$ cat config.mk
export PLATFORM = sky130hd
export DESIGN_NAME = threshold_ctrl
export DESIGN_NICKNAME = d
export VERILOG_FILES = /design/src/rtl/threshold_pkg.sv /design/src/rtl/threshold_ctrl_divider.sv /design/src/rtl/threshold_ctrl.sv
export SDC_FILE = /design/constraint.sdc
export NUM_CORES = 1
export LEC_CHECK = 0
export CAP_MARGIN = 10
export CORE_UTILIZATION = 58
export CTS_CLUSTER_SIZE = 12
export DETAILED_ROUTE_END_ITERATION = 12
export PLACE_DENSITY = 0.79
export SLEW_MARGIN = 20
export SYNTH_ARGS = -nofsm -noshare
export SYNTH_HDL_FRONTEND = slang
export SYNTH_SLANG_ARGS = --single-unit
$ cat constraint.sdc
create_clock -name pixelclk -period 13.7 [get_ports pixelclk]
set_input_delay 2.74 -clock pixelclk [delete_from_list [all_inputs] [get_ports pixelclk]]
set_output_delay 2.74 -clock pixelclk [all_outputs]
set_load 0.02 [all_outputs]
$ cat src/rtl/threshold_pkg.sv
// Shared types and default constants for the adaptive threshold controller.
// Widths here are the defaults; the top level re-derives them from its own parameters.
package threshold_pkg;

  localparam int TH_DW      = 8;
  localparam int TH_CW      = 20;
  localparam int TH_SW      = TH_DW + TH_CW;
  localparam int TH_DEF_VAL = 90;
  localparam int TH_MIN_VAL = 16;
  localparam int TH_MAX_VAL = 240;

  typedef enum logic [1:0] {
    IDLE   = 2'd0,
    DIV    = 2'd1,
    CLAMP  = 2'd2,
    COMMIT = 2'd3
  } th_state_t;

  // Cycles from the vsync rise to the o_th_valid pulse in adaptive mode.
  function automatic int adaptive_latency(input int dw, input int cw);
    return dw + cw + 3;
  endfunction

endpackage

$ cat src/rtl/threshold_ctrl_divider.sv
// Unsigned restoring divider: one quotient bit per cycle, SW cycles after i_start,
// then a single-cycle o_done pulse with the quotient held until the next start.
module seq_divider
  import threshold_pkg::*;
#(
  parameter int SW = TH_SW,
  parameter int CW = TH_CW
) (
  input  logic          clk,
  input  logic          rst,
  input  logic          i_start,
  input  logic [SW-1:0] i_dividend,
  input  logic [CW-1:0] i_divisor,
  output logic [SW-1:0] o_quotient,
  output logic          o_done
);

  localparam int NW = $clog2(SW + 1);

  logic [SW-1:0] r_quo;
  logic [CW-1:0] r_rem;
  logic [CW-1:0] r_div;
  logic [NW-1:0] r_count;
  logic          r_done;

  logic [CW:0]   w_shift;
  logic [CW:0]   w_sub;
  logic          w_ge;

  // The partial remainder stays below the divisor, so CW+1 bits hold the shifted value.
  assign w_shift = {r_rem, r_quo[SW-1]};
  assign w_ge    = (w_shift >= {1'b0, r_div});
  assign w_sub   = w_shift - {1'b0, r_div};

  always_ff @(posedge clk or posedge rst) begin
    if (rst) begin
      r_quo   <= '0;
      r_rem   <= '0;
      r_div   <= '0;
      r_count <= '0;
      r_done  <= 1'b0;
    end else begin
      r_done <= 1'b0;
      if (i_start) begin
        r_quo   <= i_dividend;
        r_rem   <= '0;
        r_div   <= i_divisor;
        r_count <= NW'(SW);
      end else if (r_count != '0) begin
        r_count <= r_count - NW'(1);
        r_quo   <= {r_quo[SW-2:0], w_ge};
        r_rem   <= w_ge ? w_sub[CW-1:0] : w_shift[CW-1:0];
        if (r_count == NW'(1)) begin
          r_done <= 1'b1;
        end
      end
    end
  end

  assign o_quotient = r_quo;
  assign o_done     = r_done;

endmodule

$ cat src/rtl/threshold_ctrl.sv
// Per-frame adaptive threshold: accumulates gray sum/count, divides at the vsync rise,
// clamps the mean and commits it; manual mode commits i_th_manual directly.
module threshold_ctrl
  import threshold_pkg::*;
#(
  parameter int DW         = TH_DW,
  parameter int CW         = TH_CW,
  parameter int TH_DEFAULT = TH_DEF_VAL,
  parameter int TH_MIN     = TH_MIN_VAL,
  parameter int TH_MAX     = TH_MAX_VAL
) (
  input  logic          pixelclk,
  input  logic          reset,
  input  logic [DW-1:0] i_gray,
  input  logic          i_vsync,
  input  logic          i_de,
  input  logic          i_mode,
  input  logic [DW-1:0] i_th_manual,
  output logic [DW-1:0] o_threshold,
  output logic          o_th_valid,
  output logic          o_busy,
  output logic          o_overrun
);

  localparam int SW = DW + CW;

  th_state_t     r_state;
  th_state_t     w_state_next;

  logic          r_vs_d;
  logic          w_vs_rise;
  logic [SW-1:0] r_sum;
  logic [CW-1:0] r_cnt;
  logic          w_cnt_full;

  logic          w_busy;
  logic          w_div_start;
  logic          w_load_manual;
  logic          w_load_calc;
  logic [SW-1:0] w_quo;
  logic          w_div_done;
  logic [DW-1:0] w_qc;

  logic [DW-1:0] r_threshold;
  logic          r_th_valid;
  logic          r_overrun;

  assign w_vs_rise  = i_vsync & ~r_vs_d;
  assign w_cnt_full = &r_cnt;

  always_ff @(posedge pixelclk or posedge reset) begin
    if (reset) begin
      r_vs_d <= 1'b0;
    end else begin
      r_vs_d <= i_vsync;
    end
  end

  // The divider latches r_sum/r_cnt at start, which is the frame snapshot; the clear
  // happens on the same edge and a pixel in the rise cycle opens the new frame.
  always_ff @(posedge pixelclk or posedge reset) begin
    if (reset) begin
      r_sum <= '0;
      r_cnt <= '0;
    end else if (w_vs_rise) begin
      r_sum <= i_de ? SW'(i_gray) : '0;
      r_cnt <= i_de ? CW'(1) : '0;
    end else if (i_de && !w_cnt_full) begin
      r_sum <= r_sum + SW'(i_gray);
      r_cnt <= r_cnt + CW'(1);
    end
  end

  seq_divider #(
    .SW (SW),
    .CW (CW)
  ) u_divider (
    .clk        (pixelclk),
    .rst        (reset),
    .i_start    (w_div_start),
    .i_dividend (r_sum),
    .i_divisor  (r_cnt),
    .o_quotient (w_quo),
    .o_done     (w_div_done)
  );

  always_ff @(posedge pixelclk or posedge reset) begin
    if (reset) begin
      r_state <= IDLE;
    end else begin
      r_state <= w_state_next;
    end
  end

  always_comb begin
    w_state_next = r_state;
    unique case (r_state)
      IDLE:    if (w_vs_rise && i_mode && (r_cnt != '0)) w_state_next = DIV;
      DIV:     if (w_div_done) w_state_next = CLAMP;
      CLAMP:   w_state_next = COMMIT;
      COMMIT:  w_state_next = IDLE;
      default: w_state_next = IDLE;
    endcase
  end

  always_comb begin
    w_busy        = (r_state != IDLE);
    w_div_start   = (r_state == IDLE) && w_vs_rise && i_mode && (r_cnt != '0);
    w_load_manual = (r_state == IDLE) && w_vs_rise && !i_mode;
    w_load_calc   = (r_state == CLAMP);
  end

  // The quotient of an 8-bit mean never exceeds DW bits, but the full width is compared anyway.
  assign w_qc = (w_quo < SW'(TH_MIN)) ? DW'(TH_MIN) :
                (w_quo > SW'(TH_MAX)) ? DW'(TH_MAX) : w_quo[DW-1:0];

  always_ff @(posedge pixelclk or posedge reset) begin
    if (reset) begin
      r_threshold <= DW'(TH_DEFAULT);
      r_th_valid  <= 1'b0;
      r_overrun   <= 1'b0;
    end else begin
      r_th_valid <= w_load_manual | w_load_calc;
      r_overrun  <= w_vs_rise & w_busy;
      if (w_load_manual) begin
        r_threshold <= i_th_manual;
      end else if (w_load_calc) begin
        r_threshold <= w_qc;
      end
    end
  end

  assign o_threshold = r_threshold;
  assign o_th_valid  = r_th_valid;
  assign o_busy      = w_busy;
  assign o_overrun   = r_overrun;

endmodule
==> flow_metrics.env, run 1 <==
export IMPL_worstHoldEndpoint="u_divider.r_div[5]$_DFFE_PP0P_"
export IMPL_worst_setup_path_type="input pin to flop"
export IMPL_cap_violations=0
export IMPL_clock_path_buffers=2
export IMPL_clock_latency_ns=0.43
export IMPL_whs_path_depth=1
export IMPL_tightest_slew_ns=0.814
export IMPL_crit_required_ns=14.00
export IMPL_reg2reg_depth=10
export IMPL_synth_edf_count=0
export IMPL_clock_sinks=135
export IMPL_powerDensity_mw_per_mm2=210
export IMPL_place_area_sq_mm=0.00829
export IMPL_fin_util=0.669
export IMPL_gp_congestion=0.871
export IMPL_worstHoldStart="u_divider.r_div[5]$_DFFE_PP0P_"
export IMPL_post_cts_buffers=0
export IMPL_worstPathMaxFanout=10
export IMPL_p_leak_nw=3.87
export IMPL_vias=6534
export IMPL_syn_area_per_cell_sq_um=8.85
export IMPL_dp_hpwl_mm=12.2
export IMPL_yosysMostFrequentCell="dfrtp_1"
export IMPL_synth_top_area_cell="dfrtp_1"
export IMPL_ys_types=65
export IMPL_drt_iter0_markers=724
export IMPL_async_reset_ff_frac=1.00
export IMPL_fmax_mhz=201
export IMPL_rr_startpoint="u_divider.o_quotient[27]$_DFFE_PP0P_"
export IMPL_io_pins=32
export IMPL_core_area_sq_mm=0.0132
export IMPL_timing_rr_end="u_divider.r_rem[16]$_DFFE_PP0P_"
export IMPL_io_buffers=31
export IMPL_drv_slew=0
export IMPL_first_global_vias=6179
export IMPL_finalCritPeriodShare=0.363
export IMPL_cp_end_kind="flop"
export IMPL_rsz0062_at_grt="false"
export IMPL_layout_drive_gt1_share=0.0817
export IMPL_antenna_found_initial=0
export IMPL_clk_pin_slew_worst_paths_ns=0.05
export IMPL_antenna_cells=0
export IMPL_drc=0
export IMPL_fin_area_sq_mm=0.00886
export IMPL_synth_area_top_cells="dfrtp_1 (42%), nand2_1 (6.0%), ha_1 (5.9%), nor2_1 (4.5%), a21oi_1 (3.7%)"
export IMPL_fp_dieArea_sq_mm=0.0141
export IMPL_die_h_um=119
export IMPL_synth_cells=892
export IMPL_drtPass1Iterations=6
export IMPL_drtAntennaViolNets=0
export IMPL_hold_path_class="flop to flop"
export IMPL_cts_root_buf="clkbuf_16"
export IMPL_gr_usage_met3=0.0569
export IMPL_cts_resized_gates=0
export IMPL_setup_viol=0
export IMPL_grt_use_met1=0.393
export IMPL_seq_area_frac_synth=0.429
export IMPL_cts_tree="built"
export IMPL_netlist_area_sq_mm=0.00789
export IMPL_grt_max_degree=69
export IMPL_hold_viol=0
export IMPL_finalSetupTns_ns=0
export IMPL_overflow=0
export IMPL_grtUsageTotal=0.272
export IMPL_top_usage_layer="met2"
export IMPL_initial_utilization=0.596
export IMPL_synth_top_area_frac=0.415
export IMPL_nets=965
export IMPL_cts_buffers=17
export IMPL_die_w_um=119
export IMPL_totalWireLength_mm=17.7
export IMPL_status="complete, no violations"
export IMPL_gr_usage_met2=0.408
export IMPL_crit_path_start_kind="input pin"
export IMPL_r2r_slack_ns=10.88
export IMPL_ys_warn_count=0
export IMPL_wl_per_cell_um=16.2
export IMPL_worstPathArrival_ns=5.26
export IMPL_vias_per_cell=5.97
export IMPL_htree_num_levels=4
export IMPL_critPathLaunch="i_gray[1]"
export IMPL_fin_crit_ns=4.97
export IMPL_synth_commonest_cells="dfrtp_1 (131), nand2_1 (127), nor2_1 (95)"
export IMPL_irDropWorstVdd_mv=0.102
export IMPL_fin_skew_ns=0.00862
export IMPL_slew_headroom=0.457
export IMPL_grt_first_pass_wirelength_mm=30.4
export IMPL_syn_to_final_growth_pct=12.3
export IMPL_synth_seq_cells=135
export IMPL_fp_row_count=42
export IMPL_synthFlopType="dfrtp_1"
export IMPL_syn_num_nets=952
export IMPL_cts_hold_buf=0
## stage by stage
| stage | power (mW) | hold WS (ns) | setup slack, ns | cells |
|---|---|---|---|---|
| floorplan | 1.22 | 0.456 | 7.36 | 892 |
| global placement | 1.39 | 0.488 | 8.42 | 1062 |
| detailed placement | 1.41 | 0.491 | 8.32 | 1062 |
| CTS | 1.86 | 0.505 | 8.77 | 1094 |
| global route | 2.00 | 0.512 | 8.45 | 1094 |
| finish | 1.86 | 0.502 | 8.73 | 1094 |
## state kept, by name (all words and copies together), names as in the netlist
signal,count
r_sum,28
r_cnt,20
o_overrun,1
u_divider.r_rem,20
o_threshold,8
o_th_valid,1
u_divider.o_done,1
r_vs_d,1
u_divider.o_quotient,28
u_divider.r_count,5
r_state,2
u_divider.r_div,20
## final cells by class
cell class,instances,area (sq um)
fill,1054,4380
timing repair buffer,37,355
tap,176,220
multi-input combinational,676,4190
inverter,38,148
sequential,135,3380
clock buffer,29,520
clock inverter,3,40.0
## worst max path at each step
stage	to	slack, ns	cells after the start
global placement	u_divider.r_rem[7]$_DFFE_PP0P_	8.42	8
finish	r_sum[17]$_DFFE_PP0P_	8.73	9
floorplan	o_overrun$_DFF_PP0_	7.36	1
detailed placement	u_divider.r_rem[3]$_DFFE_PP0P_	8.32	8
global route	r_sum[17]$_DFFE_PP0P_	8.45	9
CTS	r_sum[10]$_DFFE_PP0P_	8.77	11
## power by group
| group | internal [mW] | total, mW | leakage, nW | switching, mW |
|---|---|---|---|---|
| combinational | 0.341 | 0.800 | 1.89 | 0.460 |
| clock | 0.273 | 0.433 | 0.276 | 0.160 |
| sequential | 0.520 | 0.624 | 1.70 | 0.104 |
| total | 1.13 | 1.86 | 3.87 | 0.724 |
## per-layer routing
metal,part of all wire,vias up
li1,-,3157
met1,0.47,3147
met2,0.45,205
met3,0.065,25
met4,0.018,0
met5,0,-
## kinds of logic after synthesis
kind of cell    after synthesis  synth area share
compound gates              198             0.157
xor+xnor                     53            0.0588
mux                          22            0.0311
buf+inv                      81            0.0423
fa+ha+maj                    39            0.0637
simple gates                364             0.218
flops                       135             0.429
## critical path, stage by stage
cell and delay [ns]:
clkdlybuf4s50_1 0.46, ha_1 0.31, a21o_1 0.18, a21oi_1 0.25, o211ai_1 0.18, a21boi_1 0.66, nor3_1 0.17, xnor2_1 0.24
nor2_1 0.06
## placed cells by master, fill, tap and decap left out, drive strengths merged, types with 3 or more instances in the layout
cell type,instances
mux2,20
dfstp,4
xnor2,28
or3,5
nor3,24
nor4,10
clkbuf,29
nand3,27
o21bai,4
a31oi,39
a21o,6
or2,3
xor2,25
dfrtp,131
nor2b,13
nand2,127
and2,5
o211ai,9
buf,6
inv,38
o22ai,4
and4,5
o21a,4
ha,37
o21ai,51
clkdlybuf4s50,31
a21oi,60
nor2,96
nand4,22
and3,11
nand2b,9
a211oi,4
or4,3
Note: power is estimated with default switching activity, not from simulation.
==> run 2: changes to the inputs <==
==> constraint.sdc (replaced) <==
create_clock -name pixelclk -period 4.95 [get_ports pixelclk]
set_input_delay 0.99 -clock pixelclk [delete_from_list [all_inputs] [get_ports pixelclk]]
set_output_delay 0.99 -clock pixelclk [all_outputs]
set_load 0.02 [all_outputs]
==> flow_metrics.env, run 2 (synthesized netlist as in run 1, its figures left out) <==
export IMPL_status="complete, no violations"
export IMPL_critPathLaunch="i_gray[1]"
export IMPL_clock_latency_ns=0.42
export IMPL_vias=6537
export IMPL_powerDensity_mw_per_mm2=577
export IMPL_fin_skew_ns=0.00714
export IMPL_fin_crit_ns=3.29
export IMPL_nets=966
export IMPL_slew_headroom=0.404
export IMPL_drc=0
export IMPL_gp_congestion=0.862
export IMPL_p_leak_nw=3.87
export IMPL_worst_setup_path_type="input pin to flop"
export IMPL_whs_path_depth=1
export IMPL_wl_met1_mm=8.23
export IMPL_die_w_um=119
export IMPL_totalWireLength_mm=17.7
export IMPL_crit_path_end="r_sum[19]$_DFFE_PP0P_"
export IMPL_cts_hold_buf=0
export IMPL_first_global_vias=6155
export IMPL_place_area_sq_mm=0.00830
export IMPL_antenna_cells=0
export IMPL_htree_num_levels=4
export IMPL_vias_per_cell=5.97
export IMPL_fmax_mhz=304
export IMPL_core_area_sq_mm=0.0132
export IMPL_die_h_um=119
export IMPL_io_pins=32
export IMPL_finalCritPeriodShare=0.665
export IMPL_rsz0062_at_grt="false"
export IMPL_r2r_slack_ns=2.11
export IMPL_irDropWorstVdd_mv=0.290
export IMPL_clock_path_buffers=2
export IMPL_overflow=0
export IMPL_dp_hpwl_mm=12.0
export IMPL_antenna_found_initial=0
export IMPL_setup_viol=0
export IMPL_fp_dieArea_sq_mm=0.0141
export IMPL_layout_commonest_cell="dfrtp_1"
export IMPL_fin_area_sq_mm=0.00886
export IMPL_regArea_sq_mm=0.00338
export IMPL_initial_utilization=0.596
export IMPL_tightest_slew_ns=0.892
export IMPL_drt_iter0_markers=594
export IMPL_post_cts_buffers=0
export IMPL_crit_path_start_kind="input pin"
export IMPL_dr_wl_met2_mm=8.03
export IMPL_crit_required_ns=5.24
export IMPL_wl_met3_mm=1.21
export IMPL_worstPathArrival_ns=3.58
export IMPL_cap_violations=0
export IMPL_hold_viol=0
export IMPL_finalSetupTns_ns=0
export IMPL_grtUsageTotal=0.269
export IMPL_cts_buffers=17
export IMPL_grt_first_pass_wirelength_mm=30.1
export IMPL_drtAntennaViolNets=0
export IMPL_drv_slew=0
export IMPL_clk_pin_slew_worst_paths_ns=0.06
export IMPL_multiInputGateArea_sq_mm=0.00419
export IMPL_cts_root_buf="clkbuf_16"
export IMPL_io_buffers=31
export IMPL_highest_layer="met4"
export IMPL_timing_rr_end="u_divider.r_rem[2]$_DFFE_PP0P_"
export IMPL_final_cell_mix="dfrtp_1 (131), nand2_1 (126), nor2_1 (95)"
export IMPL_worstPathMaxFanout=10
export IMPL_syn_to_final_growth_pct=12.3
export IMPL_wl_per_cell_um=16.2
export IMPL_rr_startpoint="r_cnt[13]$_DFFE_PP0P_"
export IMPL_nFillCells=1069
export IMPL_clock_sinks=135
export IMPL_grt_max_degree=81
export IMPL_hold_path_class="flop to flop"
export IMPL_fp_row_count=42
export IMPL_cts_resized_gates=0
export IMPL_cts_tree="built"
export IMPL_reg2reg_depth=7
export IMPL_cp_end_kind="flop"
export IMPL_layout_drive_gt1_share=0.0871
export IMPL_drtPass1Iterations=5
[run 2: cell types whose count changed in the layout (fill, tap and decap cells not counted)]
cell        previous run  this run
clkbuf_1               7         3
clkinv_2               2         6
clkinvlp_4             0         2
buf_4                  6         7
clkbuf_8               5         3
[run 2: per-stage QoR]
stage | setup WS (ns) | hold slack (ns) | instances | total power, mW | utilization
after CTS | 1.68 | 0.509 | 1095 | 5.10 | 0.669
after global routing | 1.52 | 0.524 | 1095 | 5.50 | 0.669
after detailed placement | 1.35 | 0.493 | 1063 | 3.90 | 0.627
after global placement | 1.38 | 0.486 | 1063 | 3.84 | 0.627
final | 1.66 | 0.506 | 1095 | 5.11 | 0.669
after floorplan | 0.356 | 0.456 | 892 | 3.37 | -
[run 2: critical path, stage by stage]
cell,delay [ns]
clkdlybuf4s50_1,0.46
ha_1,0.31
a21o_1,0.18
a21oi_1,0.26
o211ai_1,0.19
a21boi_1,0.75
nor3_1,0.19
xnor2_1,0.19
nor2_1,0.06
[run 2: where the power goes]
part | total, mW | switching (mW) | internal (mW)
registers | 1.71 | 0.275 | 1.44
clock network | 1.18 | 0.459 | 0.724
logic | 2.21 | 1.27 | 0.944
total | 5.11 | 2.00 | 3.11
[run 2: area by class of cell]
class / instances / area share
multi-input combinational: 676 / 0.473
inverter: 38 / 0.0167
clock inverter: 9 / 0.00847
sequential: 135 / 0.382
tap: 176 / 0.0249
timing repair buffer: 38 / 0.0410
clock buffer: 23 / 0.0539
[run 2: worst min path at each step]
| stage | start | to | slack, ns |
|---|---|---|---|
| 2_1_floorplan | u_divider.r_div[0]$_DFFE_PP0P_ | u_divider.r_div[0]$_DFFE_PP0P_ | 0.46 |
| 3_3_place_gp | u_divider.r_div[0]$_DFFE_PP0P_ | u_divider.r_div[0]$_DFFE_PP0P_ | 0.49 |
| 3_5_place_dp | u_divider.r_div[0]$_DFFE_PP0P_ | u_divider.r_div[0]$_DFFE_PP0P_ | 0.49 |
| 4_1_cts | u_divider.r_div[15]$_DFFE_PP0P_ | u_divider.r_div[15]$_DFFE_PP0P_ | 0.51 |
| 5_1_grt | u_divider.r_div[15]$_DFFE_PP0P_ | u_divider.r_div[15]$_DFFE_PP0P_ | 0.52 |
| 6_report | u_divider.r_div[15]$_DFFE_PP0P_ | u_divider.r_div[15]$_DFFE_PP0P_ | 0.51 |
[run 2: layer usage]
metal | vias up | track usage
met3 | 28 | 0.0618
met4 | 0 | 0.0744
met5 | - | 0
met1 | 3120 | 0.391
li1 | 3179 | -
met2 | 210 | 0.403
==> run 3: changes to the inputs <==
==> constraint.sdc (replaced) <==
create_clock -name pixelclk -period 3.2 [get_ports pixelclk]
set_input_delay 0.64 -clock pixelclk [delete_from_list [all_inputs] [get_ports pixelclk]]
set_output_delay 0.64 -clock pixelclk [all_outputs]
set_load 0.02 [all_outputs]
==> flow_metrics.env, run 3 (synthesized netlist as in run 1, its figures left out) <==
export IMPL_drtAntennaViolNets=0
export IMPL_nFillCells=1053
export IMPL_initial_utilization=0.596
export IMPL_worstPathArrival_ns=3.11
export IMPL_fin_util=0.685
export IMPL_antenna_cells=0
export IMPL_cp_end_kind="flop"
export IMPL_slowest_delay_ns=0.46
export IMPL_layout_drive_gt1_share=0.101
export IMPL_die_h_um=119
export IMPL_clock_sinks=135
export IMPL_grt_use_met1=0.406
export IMPL_status="complete, no violations"
export IMPL_fp_row_count=42
export IMPL_crit_path_end="u_divider.r_rem[5]$_DFFE_PP0P_"
export IMPL_vias=6760
export IMPL_worst_setup_path_type="flop to flop"
export IMPL_grtUsageTotal=0.287
export IMPL_fp_dieArea_sq_mm=0.0141
export IMPL_gr_usage_met3=0.0594
export IMPL_fin_ws_ns=0.433
export IMPL_timing_rr_end="u_divider.r_rem[5]$_DFFE_PP0P_"
export IMPL_path_cells="ha_1, a21oi_1, o21ai_0, o21ai_1, o211ai_2, a21oi_4, buf_4, or3_1, a31oi_1"
export IMPL_die_w_um=119
export IMPL_wl_per_cell_um=17.6
export IMPL_hold_slack_ns=0.513
export IMPL_totalWireLength_mm=19.4
export IMPL_multiInputGateArea_sq_mm=0.00419
export IMPL_core_area_sq_mm=0.0132
export IMPL_finalCritPeriodShare=0.865
export IMPL_cts_root_buf="clkbuf_16"
export IMPL_syn_to_final_growth_pct=14.9
export IMPL_irDropWorstVdd_mv=0.541
export IMPL_fin_crit_ns=2.77
export IMPL_gp_congestion=0.887
export IMPL_crit_required_ns=3.54
export IMPL_vias_per_cell=6.11
export IMPL_hold_path_class="flop to flop"
export IMPL_setup_viol=0
export IMPL_final_cell_mix="dfrtp_1 (131), nand2_1 (126), nor2_1 (95)"
export IMPL_hold_viol=0
export IMPL_drtPass1Iterations=5
export IMPL_critPathLaunch="u_divider.r_rem[15]$_DFFE_PP0P_"
export IMPL_crit_path_start_kind="flop"
export IMPL_p_leak_nw=3.97
export IMPL_clk_pin_slew_worst_paths_ns=0.06
export IMPL_cts_buffers=17
export IMPL_cts_resized_gates=0
export IMPL_rr_startpoint="u_divider.r_rem[15]$_DFFE_PP0P_"
export IMPL_htree_num_levels=4
export IMPL_io_pins=32
export IMPL_post_cts_buffers=0
export IMPL_power_mw=8.41
export IMPL_finalSetupTns_ns=0
export IMPL_cts_hold_buf=0
export IMPL_grt_first_pass_wirelength_mm=31.9
export IMPL_dp_hpwl_mm=12.5
export IMPL_clock_path_buffers=2
export IMPL_reg2reg_depth=9
export IMPL_r2r_slack_ns=0.43
export IMPL_regArea_sq_mm=0.00338
export IMPL_top_usage_layer="met2"
export IMPL_antenna_found_initial=0
export IMPL_cap_violations=0
export IMPL_layout_commonest_cell="dfrtp_1"
export IMPL_fmax_mhz=361
export IMPL_first_global_vias=6429
export IMPL_io_buffers=31
export IMPL_rsz0062_at_grt="false"
export IMPL_overflow=0
export IMPL_slew_headroom=0.368
export IMPL_drt_iter0_markers=638
export IMPL_tightest_slew_ns=0.948
export IMPL_drv_slew=0
export IMPL_pre_cts_ws_ns=0.105
export IMPL_grt_max_degree=100
export IMPL_gr_usage_met2=0.436
export IMPL_fin_skew_ns=0.00778
export IMPL_nets=977
export IMPL_cts_tree="built"
export IMPL_worstPathMaxFanout=14
export IMPL_drc=0
export IMPL_powerDensity_mw_per_mm2=928
export IMPL_crit_slowest_cell="ha_1"
export IMPL_clock_latency_ns=0.43
-- run 3: cell count changes in the layout (fill, tap and decap cells not counted), sizes merged --
cell,change
or2,+1
buf,+10
clkinv,-1
clkinvlp,+1
clkbuf,-3
inv,-1
bufinv,+4
-- run 3: how the worst min path moves through the flow --
stage,cells after the start,end,from,slack (ns)
6_report,1,u_divider.r_div[17]$_DFFE_PP0P_,u_divider.r_div[17]$_DFFE_PP0P_,0.51
5_1_grt,1,u_divider.r_div[12]$_DFFE_PP0P_,u_divider.r_div[12]$_DFFE_PP0P_,0.53
4_1_cts,1,u_divider.r_div[17]$_DFFE_PP0P_,u_divider.r_div[17]$_DFFE_PP0P_,0.52
2_1_floorplan,2,u_divider.r_div[0]$_DFFE_PP0P_,u_divider.r_div[0]$_DFFE_PP0P_,0.46
3_3_place_gp,1,u_divider.r_div[16]$_DFFE_PP0P_,u_divider.r_div[16]$_DFFE_PP0P_,0.49
3_5_place_dp,1,u_divider.r_div[15]$_DFFE_PP0P_,u_divider.r_div[15]$_DFFE_PP0P_,0.50
-- run 3: report_power, final --
group	internal, mW	switching, mW	total (mW)
Clock	1.44	0.764	2.21
Sequential	2.22	0.442	2.67
Combinational	1.51	2.04	3.54
-- run 3: final cells by class --
cell class | count | area share
Clock buffer | 20 | 0.0515
Timing Repair Buffer | 48 | 0.0510
Inverter | 38 | 0.0161
Multi-Input combinational cell | 677 | 0.462
Sequential cell | 135 | 0.373
Clock inverter | 12 | 0.0218
Tap cell | 176 | 0.0243
-- run 3: stage by stage --
step | area (sq um) | cells
after floorplan | 7900 | 892
after global placement | 8400 | 1073
after detailed placement | 8400 | 1073
after CTS | 9060 | 1105
after global routing | 9070 | 1106
final | 9070 | 1106
-- run 3: critical path, delay by kind of cell, from the launching register on --
family          cells  cell delay (ns)
compound gates      6             1.18
fa+ha+maj           1             0.46
flops               1             0.41
simple gates        1             0.40
buf+inv             1             0.22
-- run 3: per-layer routing --
layer	routed length, um	vias to the layer above	part of all wire
met1	8920	3296	0.46
met3	1240	37	0.064
met4	364	0	0.019
met5	0	-	0
li1	-	3188	-
met2	8890	239	0.46
